$ cat src/rtl/flash_address_ctrl_if.sv
// Signal bundle between the flash reader, the keyboard command levels and
// the flash word-address generator.
interface flash_address_ctrl_if #(
  parameter int ADDR_W = 23
);
  logic              address_inc;
  logic              address_dec;
  logic              address_rst;
  logic              cmd_forward;
  logic              cmd_backward;
  logic              cmd_pause;
  logic              cmd_play;
  logic              cmd_restart;
  logic [ADDR_W-1:0] flsh_address;
  logic              direction;
  logic              play_enable;
  logic              wrapped;

  modport master (
    output address_inc,
    output address_dec,
    output address_rst,
    output cmd_forward,
    output cmd_backward,
    output cmd_pause,
    output cmd_play,
    output cmd_restart,
    input  flsh_address,
    input  direction,
    input  play_enable,
    input  wrapped
  );

  modport slave (
    input  address_inc,
    input  address_dec,
    input  address_rst,
    input  cmd_forward,
    input  cmd_backward,
    input  cmd_pause,
    input  cmd_play,
    input  cmd_restart,
    output flsh_address,
    output direction,
    output play_enable,
    output wrapped
  );
endinterface

$ cat src/rtl/flash_address_ctrl.sv
// Flash word-address generator for audio playback: direction and run state
// from edge-detected commands, wrapping address counter between song bounds.
module flash_address_ctrl #(
  parameter int                ADDR_W     = 23,
  parameter logic [ADDR_W-1:0] START_ADDR = 23'h000000,
  parameter logic [ADDR_W-1:0] END_ADDR   = 23'h07FFFF
) (
  input  logic                 clk,
  input  logic                 rst,
  flash_address_ctrl_if.slave  bus
);

  typedef enum logic [0:0] {DIR_FWD = 1'b0, DIR_BWD = 1'b1} dir_e;
  typedef enum logic [0:0] {RUN_PLAYING = 1'b0, RUN_PAUSED = 1'b1} run_e;

  localparam int CMD_FWD = 0;
  localparam int CMD_BWD = 1;
  localparam int CMD_PAU = 2;
  localparam int CMD_PLY = 3;
  localparam int CMD_RST = 4;

  localparam logic [ADDR_W-1:0] ADDR_ONE = {{(ADDR_W-1){1'b0}}, 1'b1};

  logic [4:0]        cmd_s;
  logic [4:0]        cmd_r;
  logic [4:0]        cmd_d_r;
  logic [4:0]        cmd_ev_s;
  dir_e              dir_state_r;
  dir_e              dir_next_s;
  run_e              run_state_r;
  run_e              run_next_s;
  logic              direction_s;
  logic              play_enable_s;
  logic [ADDR_W-1:0] flsh_address_r;
  logic [ADDR_W-1:0] addr_next_s;
  logic [ADDR_W-1:0] addr_clamp_s;
  logic [ADDR_W-1:0] start_s;
  logic              step_up_s;
  logic              step_dn_s;
  logic              wrapped_r;
  logic              wrap_next_s;

  assign cmd_s = {bus.cmd_restart, bus.cmd_play, bus.cmd_pause,
                  bus.cmd_backward, bus.cmd_forward};

  // Command input register plus its previous value for rising-edge detection
  always_ff @(posedge clk) begin
    if (rst) begin
      cmd_r   <= 5'b00000;
      cmd_d_r <= 5'b00000;
    end else begin
      cmd_r   <= cmd_s;
      cmd_d_r <= cmd_r;
    end
  end

  assign cmd_ev_s = cmd_r & ~cmd_d_r;

  // Direction FSM state register
  always_ff @(posedge clk) begin
    if (rst) begin
      dir_state_r <= DIR_FWD;
    end else begin
      dir_state_r <= dir_next_s;
    end
  end

  // Direction FSM next state; simultaneous forward/backward events cancel
  always_comb begin
    dir_next_s = dir_state_r;
    case (dir_state_r)
      DIR_FWD: begin
        if (cmd_ev_s[CMD_BWD] && !cmd_ev_s[CMD_FWD]) begin
          dir_next_s = DIR_BWD;
        end else begin
          dir_next_s = DIR_FWD;
        end
      end
      DIR_BWD: begin
        if (cmd_ev_s[CMD_FWD] && !cmd_ev_s[CMD_BWD]) begin
          dir_next_s = DIR_FWD;
        end else begin
          dir_next_s = DIR_BWD;
        end
      end
      default: dir_next_s = DIR_FWD;
    endcase
  end

  // Run FSM state register
  always_ff @(posedge clk) begin
    if (rst) begin
      run_state_r <= RUN_PLAYING;
    end else begin
      run_state_r <= run_next_s;
    end
  end

  // Run FSM next state; pause has priority over play
  always_comb begin
    run_next_s = run_state_r;
    case (run_state_r)
      RUN_PLAYING: begin
        if (cmd_ev_s[CMD_PAU]) begin
          run_next_s = RUN_PAUSED;
        end else begin
          run_next_s = RUN_PLAYING;
        end
      end
      RUN_PAUSED: begin
        if (cmd_ev_s[CMD_PAU]) begin
          run_next_s = RUN_PAUSED;
        end else if (cmd_ev_s[CMD_PLY]) begin
          run_next_s = RUN_PLAYING;
        end else begin
          run_next_s = RUN_PAUSED;
        end
      end
      default: run_next_s = RUN_PLAYING;
    endcase
  end

  // FSM output decode from registered state only
  always_comb begin
    direction_s   = 1'b0;
    play_enable_s = 1'b1;
    case (dir_state_r)
      DIR_FWD: direction_s = 1'b0;
      DIR_BWD: direction_s = 1'b1;
      default: direction_s = 1'b0;
    endcase
    case (run_state_r)
      RUN_PLAYING: play_enable_s = 1'b1;
      RUN_PAUSED:  play_enable_s = 1'b0;
      default:     play_enable_s = 1'b1;
    endcase
  end

  // Next address: reader reload > restart > step; steps ignore run state
  always_comb begin
    start_s      = (dir_state_r == DIR_BWD) ? END_ADDR : START_ADDR;
    addr_clamp_s = (flsh_address_r > END_ADDR) ? END_ADDR : flsh_address_r;
    step_up_s    = (bus.address_inc && !bus.address_dec && (dir_state_r == DIR_FWD)) ||
                   (bus.address_dec && !bus.address_inc && (dir_state_r == DIR_BWD));
    step_dn_s    = (bus.address_inc && !bus.address_dec && (dir_state_r == DIR_BWD)) ||
                   (bus.address_dec && !bus.address_inc && (dir_state_r == DIR_FWD));
    addr_next_s  = flsh_address_r;
    wrap_next_s  = 1'b0;
    if (bus.address_rst) begin
      addr_next_s = start_s;
    end else if (cmd_ev_s[CMD_RST]) begin
      addr_next_s = start_s;
    end else if (step_up_s) begin
      if (addr_clamp_s == END_ADDR) begin
        addr_next_s = START_ADDR;
        wrap_next_s = 1'b1;
      end else begin
        addr_next_s = addr_clamp_s + ADDR_ONE;
      end
    end else if (step_dn_s) begin
      if (addr_clamp_s <= START_ADDR) begin
        addr_next_s = END_ADDR;
        wrap_next_s = 1'b1;
      end else begin
        addr_next_s = addr_clamp_s - ADDR_ONE;
      end
    end else begin
      addr_next_s = flsh_address_r;
    end
  end

  // Address and wrap-pulse registers
  always_ff @(posedge clk) begin
    if (rst) begin
      flsh_address_r <= START_ADDR;
      wrapped_r      <= 1'b0;
    end else begin
      flsh_address_r <= addr_next_s;
      wrapped_r      <= wrap_next_s;
    end
  end

  assign bus.flsh_address = flsh_address_r;
  assign bus.wrapped      = wrapped_r;
  assign bus.direction    = direction_s;
  assign bus.play_enable  = play_enable_s;

endmodule

$ cat src/flat_wrapper.sv
// flat-port wrapper written by rule: the top's interface ports become plain ports
module flash_address_ctrl_flat 
#(
  parameter int                ADDR_W     = 23,
  parameter logic [ADDR_W-1:0] START_ADDR = 23'h000000,
  parameter logic [ADDR_W-1:0] END_ADDR   = 23'h07FFFF
)
  (clk, rst, bus_address_inc, bus_address_dec, bus_address_rst, bus_cmd_forward, bus_cmd_backward, bus_cmd_pause, bus_cmd_play, bus_cmd_restart, bus_flsh_address, bus_direction, bus_play_enable, bus_wrapped);
  flash_address_ctrl_if #(.ADDR_W(ADDR_W)) bus_i ();
  input  logic clk;
  input  logic rst;
  input wire logic [$bits(bus_i.address_inc)-1:0] bus_address_inc;
  input wire logic [$bits(bus_i.address_dec)-1:0] bus_address_dec;
  input wire logic [$bits(bus_i.address_rst)-1:0] bus_address_rst;
  input wire logic [$bits(bus_i.cmd_forward)-1:0] bus_cmd_forward;
  input wire logic [$bits(bus_i.cmd_backward)-1:0] bus_cmd_backward;
  input wire logic [$bits(bus_i.cmd_pause)-1:0] bus_cmd_pause;
  input wire logic [$bits(bus_i.cmd_play)-1:0] bus_cmd_play;
  input wire logic [$bits(bus_i.cmd_restart)-1:0] bus_cmd_restart;
  output wire logic [$bits(bus_i.flsh_address)-1:0] bus_flsh_address;
  output wire logic [$bits(bus_i.direction)-1:0] bus_direction;
  output wire logic [$bits(bus_i.play_enable)-1:0] bus_play_enable;
  output wire logic [$bits(bus_i.wrapped)-1:0] bus_wrapped;
  assign bus_i.address_inc = bus_address_inc;
  assign bus_i.address_dec = bus_address_dec;
  assign bus_i.address_rst = bus_address_rst;
  assign bus_i.cmd_forward = bus_cmd_forward;
  assign bus_i.cmd_backward = bus_cmd_backward;
  assign bus_i.cmd_pause = bus_cmd_pause;
  assign bus_i.cmd_play = bus_cmd_play;
  assign bus_i.cmd_restart = bus_cmd_restart;
  assign bus_flsh_address = bus_i.flsh_address;
  assign bus_direction = bus_i.direction;
  assign bus_play_enable = bus_i.play_enable;
  assign bus_wrapped = bus_i.wrapped;
  flash_address_ctrl #(.ADDR_W(ADDR_W), .START_ADDR(START_ADDR), .END_ADDR(END_ADDR)) u_core (.clk(clk), .rst(rst), .bus(bus_i));
endmodule
$ cat config.mk
export PLATFORM = sky130hd
export DESIGN_NAME = flash_address_ctrl_flat
export DESIGN_NICKNAME = d
export VERILOG_FILES = /design/src/rtl/flash_address_ctrl_if.sv /design/src/rtl/flash_address_ctrl.sv /design/src/flat_wrapper.sv
export SDC_FILE = /design/constraint.sdc
export NUM_CORES = 1
export LEC_CHECK = 0
export ABC_CLOCK_PERIOD_IN_PS = 3400
export CORE_MARGIN = 8
export CORE_UTILIZATION = 55
export CTS_CLUSTER_SIZE = 10
export DETAILED_ROUTE_END_ITERATION = 7
export HOLD_SLACK_MARGIN = 0.06
export PLACE_DENSITY_LB_ADDON = 0.08
export SYNTH_ARGS = -nofsm -noshare
export SYNTH_HDL_FRONTEND = slang
export SYNTH_SLANG_ARGS = --single-unit
export TNS_END_PERCENT = 30
$ cat constraint.sdc
create_clock -name clk -period 3.4 [get_ports clk]
set_input_delay 0.85 -clock clk [delete_from_list [all_inputs] [get_ports clk]]
set_output_delay 0.85 -clock clk [all_outputs]
set_load 0.05 [all_outputs]
==> results.json <==
{
  "synth.area.top_cells": "dfxtp_1, o21ai_0, nand2_1",
  "fp.dieW_um": 85.81,
  "num_vias": 3016,
  "post-place-cells": 449,
  "grt_pass1_vias": 2809,
  "yosys.area.top_type": "dfxtp_1",
  "dp_hpwl_mm": 6.182,
  "synth_flop_cell": "dfxtp_1",
  "p_sw_share_pct": 43.10,
  "ys_warn_count": 0,
  "power_frac_clock_pct": 21.8,
  "regArea_um2": 720.7,
  "cp_data_arrival_time_ns": 3.39,
  "area_growth_pct": 18.53,
  "diodes": 0,
  "die_h_um": 85.81,
  "hold_class": "reg2reg",
  "crit_buf_inv": 1,
  "dp_slack_ns": -0.04476,
  "hold_viol": 0,
  "p_per_area_nw_per_um2": 499.5,
  "routedWlPerCell_um": 18.72,
  "final_cells": 456,
  "ys_seq_elements": 36,
  "synth_compound_area_share_pct": 29.13,
  "drive_gt1_share_pct": 10.28,
  "synth_top_family_by_area": "simple AND/OR/NAND/NOR gates",
  "finalSetupViolations": 0,
  "synthDistinctLibCells": 64,
  "power_frac_seq_pct": 33.9,
  "path_cells": "clkdlybuf4s50_1 > xor2_1 > nor3_1 > a21oi_1 > o221ai_1 > o221ai_1 > a21oi_1",
  "drc": 0,
  "fin_nets": 402,
  "synth_seq_area_share_pct": 26.89,
  "setup_tns_ns": 0,
  "end_kind": "flip-flop",
  "synthAdderAreaFrac_pct": 1.401,
  "finalWirelength_mm": 8.535,
  "power.leakage_nw": 1.159,
  "path_delay_family": "compound AO/OA/AOI/OAI gates",
  "synth-edff-count": 0,
  "ant_nets": 0,
  "worst-setup-path-type": "in2reg",
  "maxCapViolCount": 0,
  "dr.pass1.iters": 5,
  "ctsHoldBuffers": 0,
  "postCtsSetupRepairBufs": 0,
  "gp_congestion": 1.003,
  "cts_buffers": 5,
  "synth-async-reset-ratio_pct": 0,
  "htree_levels": 2,
  "clock_latency_ns": 0.30,
  "netlist_instances": 366,
  "pin_count": 36,
  "synth_area_per_cell_um2": 7.323,
  "crit_fanout": 13,
  "synthMuxAreaShare_pct": 0.7470,
  "synthesis.nets": 379,
  "numPortBuffers": 35,
  "syn_area_um2": 2680,
  "fillers": 446,
  "clock-root-buffer": "clkbuf_8",
  "synthXorXnorAreaFrac_pct": 4.248,
  "initial_core_util_pct": 56.74,
  "final_core_util_pct": 67.26,
  "ir_drop_mv": 0.2408,
  "status": "finished, final reports clean",
  "core-area_um2": 4723,
  "track_usage_pct": 23.78,
  "fin_crit_sh_pct": 93.98,
  "cts_tree": "done",
  "relSlewSlack_pct": 13.85,
  "multi_input_area_um2": 1764,
  "crit_slowest_cell": "a21oi_1",
  "grt_pass1_wl_mm": 14.01,
  "finalClockSkew_ns": 0.01728,
  "cts_resized": 0,
  "clock_sinks": 36,
  "cp.required_ns": 3.60,
  "rsz0062_at_grt": "no",
  "power_mw": 1.587,
  "dieArea_um2": 7363,
  "routed_via_density": 6.614,
  "slowest_delay_ns": 0.99,
  "yosysTopAreaCellShare_pct": 26.89,
  "grt_max_degree": 20,
  "drv_slew": 0,
  "finalCriticalPeriod_ns": 3.195,
  "grt-ovfl-total": 0,
  "p_switching_mw": 0.6839,
  "synthSimpleGateAreaFrac_pct": 30.30,
  "cts_buffer_depth": 2,
  "drtIter0Drc": 307,
  "worstSetupStartpointType": "input pin",
  "fmax_mhz": 312.9,
  "rows": 25,
  "worst_pin_slew_ns": 1.292,
  "pwr-share-comb_pct": 44.3,
  "antenna_found_initial": 0,
  "power.internal_mw": 0.9030,
  "clkTransAtPathRegs_ns": 0.09,
  "finalWorstSetupSlack_ns": 0.2045
}
[cells in the final DEF, fill, tap and decap left out, types with 3 or more instances in the layout]
cell type and instances:
o21ai_0 36, dfxtp_1 36, clkdlybuf4s50_1 35, nand2_1 33, nor2_1 31, a21oi_1 19
buf_4 17, nor2b_1 12, nand3_1 11, nor3_1 11, nand4_1 11, xnor2_1 9
inv_1 8, a31oi_1 8, clkbuf_8 7, and4_1 6, a211oi_1 6, nand2b_1 5
nor4_1 5, and3_1 5, or4_1 4, xor2_1 4, or3_1 4, o31ai_1 4
nor4_2 3, o2111ai_1 3, o211ai_1 3, ha_1 3
[worst register-to-register path: stages, from the launching register on]
cell and delay, ns:
dfxtp_1 0.35, or4_1 0.67, nor2_1 0.24, ha_1 0.22, or3b_2 0.48, nor3_1 0.21
xnor2_1 0.18, a21oi_1 0.10, a41oi_1 0.23, o32ai_1 0.11
[flip-flops by register name, indices dropped and copies added, names as in the netlist]
register and flops:
u_core.bus.flsh_address 23, u_core.bus.wrapped 1, u_core.cmd_d_r 5, u_core.cmd_r 5, u_core.dir_state_r 1, u_core.run_state_r 1
[stage by stage]
step,instance area [µm²],hold WS (ns)
finish,3177,0.4354
global route,3177,0.4793
CTS,3177,0.4386
detailed placement,3080,0.4280
global placement,3080,0.4208
floorplan,2680,0.4046
[final timing paths]
check	depth (start not counted)	slack [ns]	startpoint	endpoint
max reg2reg	9	0.51	u_core.bus.flsh_address[22]	u_core.bus.flsh_address[10]
max	7	0.20	bus_address_dec	u_core.bus.flsh_address[17]
min reg2reg	2	0.44	u_core.cmd_r[3]	u_core.cmd_d_r[3]
min	2	0.44	u_core.cmd_r[3]	u_core.cmd_d_r[3]
[Yosys cell counts (3+ instances only)]
cell	n
nand4_1	11
a31oi_1	8
xnor2_1	9
xor2_1	4
nor2b_1	12
or3_1	4
nor2_1	31
nand3_1	11
nor4_1	5
o21ai_0	36
or4_1	4
and4_1	6
clkbuf_1	20
ha_1	3
inv_1	8
dfxtp_1	36
a21oi_1	19
o2111ai_1	3
o31ai_1	4
nand2b_1	5
a211oi_1	6
nor3_1	11
buf_2	15
nor4_2	3
nand2_1	33
o211ai_1	3
and3_1	5
[layer usage]
layer,global-route usage (%),wire (µm)
met1,30.73,3627
met5,0,0
met3,5.158,870
met4,12.10,294
met2,36.18,3742
[power groups by stage]
stage               Combinational (mW)  Clock, mW  Sequential [mW]
CTS                              0.690      0.350            0.535
finish                           0.703      0.346            0.538
floorplan                        0.442          0            0.589
global route                     0.756      0.369            0.546
detailed placement               0.687          0            0.545
global placement                 0.680          0            0.544
[cell type report]
cell class,instances,area share [%]
Multi-Input combinational cell,285,55.53
Clock buffer,7,3.033
Timing Repair Buffer,52,15.05
Inverter,9,1.063
Tap cell,67,2.639
Sequential cell,36,22.69
[cell families (layout without fill, tap and decap cells)]
logic type | Yosys count | after routing
multiplexers | 2 | 2
AND/OR/NAND/NOR | 151 | 151
AO/OA/AOI/OAI | 116 | 116
buffers and inverters | 45 | 68
adder cells (fa/ha/maj) | 3 | 3
XOR/XNOR | 13 | 13
flip-flops | 36 | 36
Note: power is estimated with default switching activity, not from simulation.
==> edit 1 (config.mk and constraints unchanged) <==
`ADDR_W` is set to 23 in 3 places; all go to 27.
--- a/src/rtl/flash_address_ctrl_if.sv
+++ b/src/rtl/flash_address_ctrl_if.sv
@@ -1,7 +1,7 @@
 // Signal bundle between the flash reader, the keyboard command levels and
 // the flash word-address generator.
 interface flash_address_ctrl_if #(
-  parameter int ADDR_W = 23
+  parameter int ADDR_W = 27
 );
   logic              address_inc;
   logic              address_dec;
--- a/src/rtl/flash_address_ctrl.sv
+++ b/src/rtl/flash_address_ctrl.sv
@@ -1,7 +1,7 @@
 // Flash word-address generator for audio playback: direction and run state
 // from edge-detected commands, wrapping address counter between song bounds.
 module flash_address_ctrl #(
-  parameter int                ADDR_W     = 23,
+  parameter int                ADDR_W     = 27,
   parameter logic [ADDR_W-1:0] START_ADDR = 23'h000000,
   parameter logic [ADDR_W-1:0] END_ADDR   = 23'h07FFFF
 ) (
--- a/src/flat_wrapper.sv
+++ b/src/flat_wrapper.sv
@@ -1,7 +1,7 @@
 // flat-port wrapper written by rule: the top's interface ports become plain ports
 module flash_address_ctrl_flat 
 #(
-  parameter int                ADDR_W     = 23,
+  parameter int                ADDR_W     = 27,
   parameter logic [ADDR_W-1:0] START_ADDR = 23'h000000,
   parameter logic [ADDR_W-1:0] END_ADDR   = 23'h07FFFF
 )
Interface: changed (resized bus_flsh_address); port bits go from 36 to 40. The function was not compared with the original's and may differ.
==> edit 1 against the unedited design <==
Cell area increased by 2.8%. Highest routed layer unchanged. Synthesized area increased by 2.0%. Critical path type is now register to register. Clock skew decreased by 0.010 ns. Utilization increased by 1.4 points. Sequential power increased by 11%. Wire length decreased by 1.0%. Count of clock-buffer cells in the layout decreased by 2. Maximum frequency increased by 14%. Worst setup slack improved by 0.38 ns. Critical endpoint is now u_core.bus.flsh_address[2]$_SDFFE_PP0P_. Sequential cell count increased by 4. Combinational power increased by 11%. Total power increased by 13%.
==> edit 1: results (changes against the unedited design) <==
final.fill_count: 420  # was 446
synth_compound_area_share_pct: 25.2  # was 29.1%
ys_types: 63  # was 64
path_max_fanout: 12  # was 13
regArea_um2: 801  # was 721 µm²
multi_input_area_share_pct: 53.4  # was 55.5%
hpwl_um: 5960  # was 6180 µm
design.die.area_um2: 7480  # was 7360 µm²
nonClkBufAreaFrac_pct: 15.2  # was 15.0%
synth-xor-area-share_pct: 6.41  # was 4.25%
clkCellAreaFrac_pct: 3.56  # was 3.03%
clkSinkCount: 40  # was 36
route.vias.total: 2897  # was 3016
status: "completed"  # unchanged
synth_area_per_cell_um2: 7.59  # was 7.32 µm²
gr-usage-met1_pct: 30.3  # was 30.7%
cp_data_arrival_time_ns: 3.01  # was 3.39 ns
peakVddDrop_uv: 302  # was 241 µV
signal_buffers: 53  # was 52
largest_register_ffs: 27  # was 23
numPortBuffers: 39  # was 35
critical_path_depth: 6  # was 7
grt_max_degree: 33  # was 20
track_usage_pct: 22.8  # was 23.8%
timing.rr.start: "u_core.bus.flsh_address[2]$_SDFFE_PP0P_"  # was u_core.bus.flsh_address[22]$_SDFFE_PP0P_
worst_path_max_delay_cell: "nor4_2"  # was a21oi_1
grtUsageMet2_pct: 35.4  # was 36.2%
synthAdderAreaFrac_pct: 1.37  # was 1.40%
placed_area_um2: 3150  # was 3080 µm²
gp_congestion: 0.923  # was 1.00
grt_pass1_vias: 2680  # was 2809
post-place-cells: 448  # was 449
grt_pass1_wl_um: 13600  # was 14000 µm
finalClockSkew_ns: 0.00705  # was 0.0173 ns
netlist_top_cells_count: "dfxtp_1, a21oi_1, nand2_1"  # was dfxtp_1, o21ai_0, nand2_1
holdWs_ns: 0.432  # was 0.435 ns
period_share_pct: 82.8  # was 94.0%
==> edit 1: cell count changes after synthesis, sizes merged, moves of 4 or more <==
cell,delta
a21oi,+15
and3,+4
and4,-5
buf,-7
dfxtp,+4
nand3,+4
nand4,-5
nor2,-12
o21ai,-10
xor2,+4
==> edit 1: where the power goes <==
group | leakage (µW) | switching [µW] | internal (µW)
combinational | 0.000822 | 479 | 301
clock | 0.0000583 | 192 | 221
sequential | 0.000328 | 89.1 | 507
==> edit 1: per-layer routing <==
| metal | part of all wire [%] | routed length [µm] |
|---|---|---|
| met5 | 0 | 0 |
| met4 | 3.2 | 271 |
| met3 | 8.9 | 750 |
| met2 | 44 | 3750 |
| met1 | 44 | 3680 |
==> edit 1: kinds of logic after synthesis <==
| family | after synthesis |
|---|---|
| AND/OR/NAND/NOR | 147 |
| adder cells (fa/ha/maj) | 3 |
| multiplexers | 2 |
| AO/OA/AOI/OAI | 109 |
| flip-flops | 40 |
| XOR/XNOR | 20 |
| buffers and inverters | 39 |
==> edit 2 (same settings) <==
Without the edit above. Make the reset (`rst`) asynchronous in 4 clocked blocks.
--- a/src/rtl/flash_address_ctrl.sv
+++ b/src/rtl/flash_address_ctrl.sv
@@ -44,7 +44,7 @@
                   bus.cmd_backward, bus.cmd_forward};
 
   // Command input register plus its previous value for rising-edge detection
-  always_ff @(posedge clk) begin
+  always_ff @(posedge clk or posedge rst) begin
     if (rst) begin
       cmd_r   <= 5'b00000;
       cmd_d_r <= 5'b00000;
@@ -57,7 +57,7 @@
   assign cmd_ev_s = cmd_r & ~cmd_d_r;
 
   // Direction FSM state register
-  always_ff @(posedge clk) begin
+  always_ff @(posedge clk or posedge rst) begin
     if (rst) begin
       dir_state_r <= DIR_FWD;
     end else begin
@@ -88,7 +88,7 @@
   end
 
   // Run FSM state register
-  always_ff @(posedge clk) begin
+  always_ff @(posedge clk or posedge rst) begin
     if (rst) begin
       run_state_r <= RUN_PLAYING;
     end else begin
@@ -170,7 +170,7 @@
   end
 
   // Address and wrap-pulse registers
-  always_ff @(posedge clk) begin
+  always_ff @(posedge clk or posedge rst) begin
     if (rst) begin
       flsh_address_r <= START_ADDR;
       wrapped_r      <= 1'b0;
Function: differs if rst is asserted again (counterexample within 4 cycles, from zero or initial values and one cycle with rst high); with rst held inactive, the same outputs for 10 cycles.
==> edit 2 against the unedited design <==
Worst setup slack lost 0.041 ns. Total power grew 17%. Register-to-register slack lost 0.35 ns. Sequential cell count is the same. Synthesized area shrank 0.61%. Count of clock-buffer cells in the layout is the same. Cell area grew 0.75%. Utilization grew 0.95 points. Wire length shrank 5.2%. Worst hold slack lost 0.080 ns. Sequential power grew 28%. Critical path depth grew 3. Largest cell class unchanged. Largest power group unchanged.
==> edit 2: results (changes against the unedited design) <==
crit_family: "simple AND/OR/NAND/NOR gates"  # was compound AO/OA/AOI/OAI gates
relSlewSlack_pct: 41.3  # was 13.9%
worst_path_max_delay_cell: "or4_4"  # was a21oi_1
placed_area_um2: 3110  # was 3080 µm²
holdWs_ns: 0.355  # was 0.435 ns
finalClockSkew_ns: 0.0174  # was 0.0173 ns
drt_iter0_drc: 413  # was 307
path_max_fanout: 5  # was 13
peakVddDrop_uv: 287  # was 241 µV
reg2reg_depth: 10  # was 9
ys_types: 59  # was 64
regArea_um2: 905  # was 721 µm²
gp_congestion: 0.964  # was 1.00
internal-power_uw: 979  # was 903 µW
seq_cell_count: 36  # unchanged
min_path_cells: 0  # was 2
clkCellAreaFrac_pct: 2.93  # was 3.03%
pre_cts_slack_ns: 0.0276  # was -0.0448 ns
fin_nets: 368  # was 402
holdCritStartpoint: "u_core.cmd_r[1]$_DFF_PP0_"  # was u_core.cmd_r[3]$_SDFF_PP0_
rrSetupSlack_ns: 0.16  # was 0.51 ns
post-place-cells: 402  # was 449
cp_data_arrival_time_ns: 3.48  # was 3.39 ns
final.fill_count: 408  # was 446
grt_pass1_vias: 2469  # was 2809
multi_input_cells: 252  # was 285
drive_gt1_share_pct: 12.4  # was 10.3%
setup_slack_ns: 0.164  # was 0.205 ns
yosysSeqAreaShare_pct: 33.8  # was 26.9%
syn_nets: 337  # was 379
nNonClkInverters: 8  # was 9
wl_um: 8090  # was 8540 µm
track_usage_pct: 22.1  # was 23.8%
timing.rr.start: "u_core.bus.flsh_address[21]$_DFFE_PP0P_"  # was u_core.bus.flsh_address[22]$_SDFFE_PP0P_
slowest_delay_ns: 0.59  # was 0.99 ns
p_leak_uw: 0.00120  # was 0.00116 µW
multi_input_area_share_pct: 50.8  # was 55.5%
wire_per_inst_um: 19.7  # was 18.7 µm
crit_end: "u_core.bus.flsh_address[16]$_DFFE_PP0P_"  # was u_core.bus.flsh_address[17]$_SDFFE_PP0P_
netlist_top_cells_count: "dfrtp_1, nand2_1, o21ai_0"  # was dfxtp_1, o21ai_0, nand2_1
status: "completed"  # unchanged
seq_share_pct: 28.3  # was 22.7%
route.vias.total: 2757  # was 3016
hpwl_um: 5910  # was 6180 µm
synth_area_leaders: "dfrtp_1, nand2_1, o21ai_0"  # was dfxtp_1, o21ai_0, nand2_1
min_to: "u_core.cmd_d_r[1]$_DFF_PP0_"  # was u_core.cmd_d_r[3]$_SDFF_PP0_
grt_pass1_wl_um: 12900  # was 14000 µm
nonClkBufAreaFrac_pct: 14.9  # was 15.0%
path_clk_slew_ns: 0.09  # about the same
die_x_um: 85.6  # was 85.8 µm
==> edit 2: cell types whose count changed after synthesis, sizes merged, moves of 4 or more <==
cell,unedited run,this run
nor2,32,17
nand4,11,7
dfxtp,36,0
dfrtp,0,36
o21ai,37,26
nor3,12,17
clkbuf,20,14
nor2b,12,5
==> edit 2: cells by family after synthesis <==
logic type	share of synthesized area (%)
DFF	33.8
xor gates and xnor gates	5.59
adders and majority gates	1.79
buffers and inverters	6.15
and+or+nand+nor	30.4
muxes	0.423
AOI/OAI and AO/OA	21.8
==> edit 2: routing by layer <==
metal  part of all wire, %  vias up  GRT usage, %
met5                     0        -             0
met4                   3.2        0          9.87
met3                   9.0       30          4.87
met2                    45      168          33.2
met1                    43     1292          29.5
li1                      -     1267             -
==> edit 2: power by group through the flow <==
stage	clock network [µW]	logic (µW)	registers, µW
4_1_cts	336	827	681
5_1_grt	348	887	701
2_1_floorplan	0	500	762
6_report	334	835	688
3_5_place_dp	0	823	691
3_3_place_gp	0	816	685
